File: config.mk
export PLATFORM = sky130hd
export DESIGN_NAME = io_input_conditioner
export DESIGN_NICKNAME = d
export VERILOG_FILES = /design/src/rtl/io_input_conditioner.sv
export SDC_FILE = /design/constraint.sdc
export NUM_CORES = 1
export LEC_CHECK = 0
export CELL_PAD_IN_SITES_DETAIL_PLACEMENT = 1
export CELL_PAD_IN_SITES_GLOBAL_PLACEMENT = 1
export CORE_MARGIN = 2
export CORE_UTILIZATION = 52
export CTS_CLUSTER_DIAMETER = 40
export DETAILED_ROUTE_END_ITERATION = 8
export PLACE_DENSITY_LB_ADDON = 0.1
export SYNTH_ARGS = -nofsm -noshare
export SYNTH_HDL_FRONTEND = slang
export SYNTH_SLANG_ARGS = --single-unit
File: constraint.sdc
create_clock -name clk -period 7.1 [get_ports clk]
set_clock_uncertainty 0.1 [all_clocks]
set_input_delay 1.065 -clock clk [delete_from_list [all_inputs] [get_ports clk]]
set_output_delay 1.065 -clock clk [all_outputs]
set_load 0.05 [all_outputs]
File: src/rtl/io_input_conditioner.sv
// Board-input front end: per-channel synchroniser, optional inversion,
// counter debouncer, edge pulses and software-clearable press flag.
module io_input_conditioner #(
  parameter int              N_CH         = 21,
  parameter int              SYNC_STAGES  = 2,
  parameter int              DEBOUNCE_CYC = 500000,
  parameter logic [N_CH-1:0] INV_MASK     = '0
) (
  input  logic            clk,
  input  logic            rst,
  input  logic [N_CH-1:0] raw_i,
  input  logic [N_CH-1:0] clr_i,
  output logic [N_CH-1:0] level_o,
  output logic [N_CH-1:0] rise_o,
  output logic [N_CH-1:0] fall_o,
  output logic [N_CH-1:0] sticky_o
);

  localparam int CW = $clog2(DEBOUNCE_CYC + 1);
  localparam logic [CW-1:0] LAST = CW'(DEBOUNCE_CYC - 1);

  logic [N_CH-1:0] sync_q [SYNC_STAGES];
  logic [CW-1:0]   cnt_q  [N_CH];
  logic [N_CH-1:0] s;
  logic [N_CH-1:0] fire;
  logic [N_CH-1:0] rise_d;
  logic [N_CH-1:0] fall_d;

  // Sync flops reset to the mask so the inverted view starts at 0.
  assign s = sync_q[SYNC_STAGES-1] ^ INV_MASK;

  always_comb begin
    fire = '0;
    for (int i = 0; i < N_CH; i++) begin
      fire[i] = (s[i] != level_o[i]) && (cnt_q[i] == LAST);
    end
  end

  assign rise_d = fire & s;
  assign fall_d = fire & ~s;

  always_ff @(posedge clk) begin
    if (rst) begin
      for (int k = 0; k < SYNC_STAGES; k++) begin
        sync_q[k] <= INV_MASK;
      end
    end else begin
      sync_q[0] <= raw_i;
      for (int k = 1; k < SYNC_STAGES; k++) begin
        sync_q[k] <= sync_q[k-1];
      end
    end
  end

  // Count only while the input disagrees with the accepted level.
  always_ff @(posedge clk) begin
    if (rst) begin
      for (int i = 0; i < N_CH; i++) begin
        cnt_q[i] <= '0;
      end
    end else begin
      for (int i = 0; i < N_CH; i++) begin
        if ((s[i] == level_o[i]) || fire[i]) begin
          cnt_q[i] <= '0;
        end else begin
          cnt_q[i] <= cnt_q[i] + 1'b1;
        end
      end
    end
  end

  always_ff @(posedge clk) begin
    if (rst) begin
      level_o  <= '0;
      rise_o   <= '0;
      fall_o   <= '0;
      sticky_o <= '0;
    end else begin
      level_o  <= level_o ^ fire;
      rise_o   <= rise_d;
      fall_o   <= fall_d;
      sticky_o <= (sticky_o & ~clr_i) | rise_d;
    end
  end

endmodule

# After elaboration in Yosys (flattened, before gate mapping)
# Memories as Yosys holds them, arrays and structs flattened.
# Cells that the tools add are included.
classes:
  addsub: 21
  eq_ne: 63
  n_mux: 173
  bitwise_logic: 51
  n_reduce_logical: 42
ops:
  columns: ["operator", "count"]
  rows:
  - ["$mux W19", 42]
  - ["$add A19 B1 Y19 const B", 21]
  - ["$eq A19 B19 Y1 const B", 21]
  - ["$mux W1", 129]
  - ["$and A21 B21 Y21", 3]
  - ["$or A1 B1 Y1", 44]
  - ["$mux W21", 2]
  - ["$not A21 Y21", 2]
  - ["$eq A1 B1 Y1", 21]
  - ["$logic_and A1 B1 Y1", 21]
  - ["$logic_or A1 B1 Y1", 21]
  - ["$ne A1 B1 Y1", 21]
  - ["$or A21 B21 Y21", 1]
  - ["$xor A21 B21 Y21", 1]
word_totals:
  ff_bits: 84
  mem_bits_rw: 441
  in_bits: 44
  wordCells: 356
  mem_count: 2
memory_table:
  columns: ["name", "depth", "word_bits", "rd", "rd_clocked_by_memory_dff", "write_ports", "line_no", "text"]
  rows:
  - ["cnt_q", 21, 19, 21, 0, 21, "23", "logic [CW-1:0] cnt_q [N_CH];"]
  - ["sync_q", 2, 21, 2, 0, 2, "22", "logic [N_CH-1:0] sync_q [SYNC_STAGES];"]

# Logic depth before layout (Yosys ltp)
# Gate-level depths: netlist of the first run.
logic_depth:
  depth_word: 8
  depth_mapped: 7
  ltp_nobuf: 5

# Worst setup path after synthesis of the first run
# OpenSTA, ideal clock, no wires.
synth_path:
  kind: "in2reg"
  startpoint: "in rst"
  endpoint: "mem cnt_q[1][100] (netlist name) (data pin)"
  setup_time_ns: 0.266
  arrival_ns: 2.322
  setup_slack_ns: 4.412
  path_stages: 6
  n_path_buf: 3
  path_cell_list: "clkbuf_1 clkbuf_1 a21oi_1 o21ai_1 clkbuf_1 nor2_1"
synth_lines:
  columns: ["element", "line_no", "text"]
  rows:
  - ["start: declaration", "10", "input logic rst,"]
  - ["end: declaration", "23", null]

==> summary.txt, run 1 <==
Outcome
  • Status: completed

Global routing
  • Antenna violations before repair: 1
  • Largest net degree at the start of global routing: 52
  • GRT overflow: 0
  • First-pass GRT wire length: 115.9 mm
  • Tot GR Track Use: between 20% and 30%
  • Vias in the first global route: 23.04k

Floorplan
  • Die area: approximately 53,000 um2
  • Starting Density: 52.70%
  • Die W: 229.5 um
  • # IOs: 128
  • DIE HEIGHT: 229.5 um
  • Row cnt: 82
  • Core Box Area: 50,170 um2

Power
  • Sequential cell fraction of total power: 42.8%
  • Leakage: 11.03 nW
  • Switching pwr: 1.938 mW
  • Power density over the cells: roughly 250 nW/um2
  • Combinational share of power: 3.4%
  • Switching share of power: between 20% and 30%
  • Cell internal pwr: between 6 and 7 mW
  • VDD IR-drop max: 191.8 uV
  • Clock Power Share: 53.8%

Yosys
  • Seq/Total Area, Yosys: 54.86%
  • Yosys cell types: 52
  • Cell taking the most area after synthesis: edfxtp_1
  • EDFF count, synth: between 300 and 400
  • Ys async rst share: 0%
  • Commonest cells post-synth: edfxtp_1, nor2_1, a21oi_1, nand3_1, xnor2_1
  • Main area contributors after synthesis: edfxtp_1, dfxtp_1, xnor2_1
  • Syn_area_per_cell: 10.50 um2
  • Synth Register Bits: approximately 530
  • Cell area after synthesis: 26,440 um2
  • Top-count cell post-synth: edfxtp_1
  • Area fraction of the dominant cell type after synthesis: 45.32%
  • Top FF cell, synth: edfxtp_1
  • YS warnings: 0
  • Synth Instances: 2,518

Timing
  • Worst Tran Pin Value: 1.303 ns
  • Minimum clock period: 3.072 ns
  • Final Hold Viols: 0
  • Final worst path period share: a little over two fifths
  • Max-slew violations: 0
  • FMAX: 325.5 MHz
  • Unrepaired setup endpoints after global routing: no
  • Final worst slack: 4.028 ns
  • Setup tns final: 0 ns
  • Slew HR: between 10% and 20%
  • Setup-failing EPs final: 0

Worst hold path
  • Hold WC Path Type: flip-flop to flip-flop
  • WHS Path Cells: 1

Clock network
  • Post-CTS Resized: 0
  • CTS tree: yes
  • Max H-tree Level: 3
  • Max clock buf depth: 3
  • Clock network latency to the later pin of the worst-skew pair: 0.62 ns
  • # hold bufs at CTS: 0
  • CTS Buf Count: 90
  • Post-CTS Repair Setup Buffers: 0
  • Root buffer cell: clkbuf_16
  • CTS sink count: 525
  • Clock slew at reported path FFs: 0.06 ns

Worst setup path
  • Buffers & Inverters on Critical Path: 1
  • Nature of the critical path endpoint: output port
  • Crit Path Max Fanout: 4
  • Critical path cell sequence: clkdlybuf4s50_1
  • Critical Path Stages: 1
  • CP required: 5.93 ns
  • Critical path's slowest cell: clkdlybuf4s50_1
  • Startpoint Class: flip-flop
  • Cell family with most CP delay: buffers and inverters
  • Reg2Reg Depth: 5
  • Setup CP Type: flip-flop to output port
  • Crit path DAT: 1.91 ns
  • Reg-to-reg slack, setup: 4.22 ns
  • Worst path max stage delay: roughly 0.85 ns

Placement
  • Gpl congestion: around 0.82
  • Port bufs: 127
  • Final HPWL DP: ~43 mm
  • Setup WS pre-CTS: roughly 3.8 ns

Route
  • ANT nets after route: 0
  • DR pass1 iterations: 5
  • Drt total wl: just under 70 mm
  • Initial DRC count: 1,204
  • Avg WL per Cell: 18.17 um
  • Avg Vias per Cell: 5.551
  • Post-route DRC: 0
  • Vias: 21.16k

Cells and area
  • Share of cells above drive strength 1: under 10%
  • Net count, final: 3,130
  • Area growth syn-to-layout: 24.30%
  • Antenna cells: 0

Flow run
  • Number of max-cap violations: 0
==> registers in the layout (all words and copies together), names as in the netlist, named ones only <==
name	cells
sync_q	42
fall_o	21
rise_o	21
cnt_q	399
sticky_o	21
==> per-layer routing <==
layer  part of all wire [%]  track usage, %
met4                    3.1           10.19
met2                     53           49.66
met3                    3.1           3.934
met1                     40           30.62
met5                      0               0
==> layout make-up <==
cell class / instances / area, um2
Sequential cell: 525 / 14500
Timing Repair Buffer: 133 / 1318
Clock inverter: 59 / 633.1
Tap cell: 672 / 840.8
Multi-Input combinational cell: 2262 / 12890
Clock buffer: 108 / 2475
Inverter: 53 / 198.9
Fill cell: 5391 / 17310
==> path summary, 6_finish.rpt <==
check               start       endpoint
max             flip-flop    level_o[12]
min          sync_q[0][7]  sync_q[0][28]
max reg2reg   cnt_q[0][0]   cnt_q[0][11]
min reg2reg  sync_q[0][7]  sync_q[0][28]
==> layout by cell type, fill, tap and decap left out, drive strengths merged, types with 8 or more instances in the layout <==
cell             n
and3            33
or4             57
nand2          119
xnor2          147
a21o            11
nor2           325
nand3          152
clkbuf         108
nand2b          68
or3b             8
clkinv          17
nand4          107
or4b            26
o21ai           82
xor2           116
nor4            75
conb           399
and2             9
edfxtp         399
clkdlybuf4s50  126
nor4b           18
dfxtp          126
o31ai           37
or2              9
nor3            78
and4            41
or3             91
bufinv           8
nand4b           8
a21oi          152
inv             80
ha              21
nor2b           44
==> stage by stage <==
| step | total power, mW | hold slack [ns] | cell area, um2 | utilization (%) | std cells |
|---|---|---|---|---|---|
| final | 8.284 | 0.3390 | 32860 | 65.50 | 3812 |
| after detailed placement | 3.857 | 0.3264 | 29760 | 59.31 | 3645 |
| after global placement | 3.832 | 0.3180 | 29760 | 59.31 | 3645 |
| after global routing | 8.535 | 0.3639 | 32860 | 65.50 | 3812 |
| after CTS | 8.341 | 0.3407 | 32860 | 65.50 | 3812 |
| after floorplan | 3.755 | 0.3138 | 27930 | - | 2916 |
==> power groups by stage <==
stage | logic (mW) | clock network (mW) | registers (mW)
CTS | 0.266 | 4.53 | 3.54
global route | 0.314 | 4.66 | 3.56
global placement | 0.243 | 0 | 3.59
floorplan | 0.199 | 0 | 3.56
finish | 0.278 | 4.46 | 3.55
detailed placement | 0.256 | 0 | 3.60
==> kinds of logic after synthesis <==
logic type	synth area share (%)
buffers and inverters	2.021
AND/OR/NAND/NOR	26.84
XOR/XNOR	8.712
adder cells (fa/ha/maj)	0.9938
flip-flops	54.86
other	0.01418
AO/OA/AOI/OAI	6.559
(Power assumes the default switching activity.)
==> inputs of run 2 (changes only) <==
--- a/config.mk
+++ b/config.mk
@@ -8,7 +8,7 @@
 export CELL_PAD_IN_SITES_DETAIL_PLACEMENT = 1
 export CELL_PAD_IN_SITES_GLOBAL_PLACEMENT = 1
 export CORE_MARGIN = 2
-export CORE_UTILIZATION = 52
+export CORE_UTILIZATION = 44
 export CTS_CLUSTER_DIAMETER = 40
 export DETAILED_ROUTE_END_ITERATION = 8
 export PLACE_DENSITY_LB_ADDON = 0.1
==> constraint.sdc (replaced) <==
create_clock -name clk -period 2.5 [get_ports clk]
set_clock_uncertainty 0.1 [all_clocks]
set_input_delay 0.375 -clock clk [delete_from_list [all_inputs] [get_ports clk]]
set_output_delay 0.375 -clock clk [all_outputs]
set_load 0.05 [all_outputs]
==> run 2 against run 1 <==
Largest power group unchanged. Sequential share of layout area down 1.8 points. First-iteration DRC count down 29%. Worst setup slack worse by 4.0 ns. Clock power rose to 3.1 times the previous value. Flip-flop and latch count unchanged. Critical path depth unchanged. Non-clock buffer count up 90. Register-to-register slack worse by 4.1 ns. Die area up 18%.
==> summary.txt, run 2 (synthesized netlist as in run 1, its figures left out) <==
Placement
  • Gpl congestion: ~0.8
  • Dpl cell area: 30,670 um2
  • Final HPWL DP: 43.64 mm
  • Placed cell count: 3,836
  • Port bufs: 127

Floorplan
  • Starting Density: 44.63%
  • Core Box Area: roughly 59,000 um2
  • Row cnt: 89
  • DIE HEIGHT: 249.1 um
  • Die area: between 60,000 and 70,000 um2
  • # IOs: roughly 130
  • Die W: 249.1 um

Worst setup path
  • Critical path cell sequence: clkdlybuf4s50_1
  • Cell family with most CP delay: buffers and inverters
  • Crit Path Max Fanout: 4
  • Startpoint Class: flip-flop
  • Worst path max stage delay: between 0.9 and 1 ns
  • Nature of the critical path endpoint: output port
  • CP required: 2.03 ns
  • Buffers & Inverters on Critical Path: 1
  • Critical path's slowest cell: clkdlybuf4s50_1
  • Critical Path Stages: 1
  • Crit path DAT: 1.97 ns
  • Reg2Reg Depth: 5
  • Setup CP Type: flip-flop to output port

Clock network
  • CTS sink count: 525
  • Max H-tree Level: 3
  • Clock slew at reported path FFs: 0.05 ns
  • CTS tree: yes
  • Post-CTS Repair Setup Buffers: 0
  • Post-CTS Resized: 0
  • Clock network latency to the later pin of the worst-skew pair: 0.64 ns
  • Max clock buf depth: 3
  • CTS Buf Count: 100
  • Root buffer cell: clkbuf_16
  • # hold bufs at CTS: 0

Power
  • Power density over the cells: 727.0 nW/um2
  • Leakage: ~12 nW
  • Switching share of power: 21.81%
  • Switching pwr: 5.427 mW
  • Total power: roughly 25 mW
  • Sequential cell fraction of total power: about two fifths
  • Combinational share of power: 3.5%
  • Cell internal pwr: roughly 19 mW
  • VDD IR-drop max: 567.3 uV
  • Clock Power Share: 56.2%

Timing
  • Worst Tran Pin Value: 0.6989 ns
  • Final worst path period share: 97.76%
  • FMAX: between 400 and 500 MHz
  • Final Hold Viols: 0
  • Max-slew violations: 0
  • Setup-failing EPs final: 0
  • Setup tns final: 0 ns
  • Minimum clock period: 2.444 ns
  • Slew HR: between 50% and 60%
  • Unrepaired setup endpoints after global routing: no
  • Final hold slack: around 0.070 ns

Cells and area
  • Most flop-heavy register: cnt_q
  • Registers with the most flip-flops: cnt_q (399), sync_q (42)
  • Register area: 14,500 um2
  • Max reg flops: about 400
  • Share of cells above drive strength 1: a little under a tenth
  • Multi-input logic area: 12,890 um2
  • Fin area: 34,220 um2
  • Most frequent cells in the layout: edfxtp_1, conb_1, nor2_1, nand3_1, a21oi_1
  • Area growth syn-to-layout: 29.44%
  • Net count, final: between 3k and 4k
  • Antenna cells: 0
  • Final Non-Filler Cells: between 4k and 5k
  • FILL cells: 6,560

Global routing
  • Tot GR Track Use: about a fifth
  • Antenna violations before repair: 1
  • First-pass GRT wire length: 107.5 mm
  • Vias in the first global route: 22.28k
  • Largest net degree at the start of global routing: 42
  • GRT overflow: 0

Worst hold path
  • WHS Path Cells: 2
  • Hold WC Path Type: primary input to flip-flop

Route
  • Drt total wl: about 63 mm
  • Post-route DRC: 0
  • Initial DRC count: 860
  • Avg WL per Cell: around 16 um
  • DR pass1 iterations: 4
  • ANT nets after route: 0
  • Vias: 20.96k
  • Avg Vias per Cell: 5.208

Flow run
  • Number of max-cap violations: 0

Outcome
  • Status: completed
run 2: changes by cell type in the layout (fill, tap and decap cells not counted), sizes merged:
cell and delta:
buf +91, clkbuf +30, inv -20, clkinv +9, bufinv +3, clkdlybuf4s50 -1, clkinvlp -1
run 2: per-layer routing:
| layer | part of all wire, % | vias to the layer above | routed length (um) | GRT usage (%) |
|---|---|---|---|---|
| li1 | - | 10300 | - | - |
| met1 | 43 | 10280 | 26940 | 24.72 |
| met2 | 51 | 263 | 32260 | 36.63 |
| met3 | 3.4 | 115 | 2148 | 3.918 |
| met4 | 2.3 | 2 | 1451 | 6.609 |
| met5 | 0.021 | - | 13 | 0 |
run 2: final timing paths:
| check | start | end | slack (ns) |
|---|---|---|---|
| worst min-delay path | rst | sync_q[0][27] | 0.07 |
| worst min register to register | sync_q[0][2] | sync_q[0][23] | 0.33 |
| worst max register to register | cnt_q[0][48] | cnt_q[0][41] | 0.10 |
| worst max-delay path | flip-flop | level_o[20] | 0.06 |
run 2: power groups by stage:
stage	Sequential [mW]	Clock, mW	Combinational [mW]
final	10.0	14.0	0.862
after CTS	10.0	14.3	0.848
after global routing	10.1	14.7	0.981
after detailed placement	10.2	0	0.829
after floorplan	10.1	0	0.564
after global placement	10.2	0	0.802
run 2: stage by stage:
step           setup WS (ns)  util (%)
2_1_floorplan         0.1569         -
3_3_place_gp          0.2301     51.77
3_5_place_dp          0.1536     51.77
4_1_cts              0.01461     57.77
5_1_grt              0.03001     57.77
6_report             0.05599     57.77
run 2: area by class of cell:
class / count / share of cell area (%)
clock buffers: 138 / 8.588
flip-flops and latches: 525 / 42.38
multi-input cells: 2262 / 37.68
repair buffers: 223 / 6.146
well taps: 773 / 2.826
inverters: 53 / 0.5813
clock inverters: 50 / 1.799
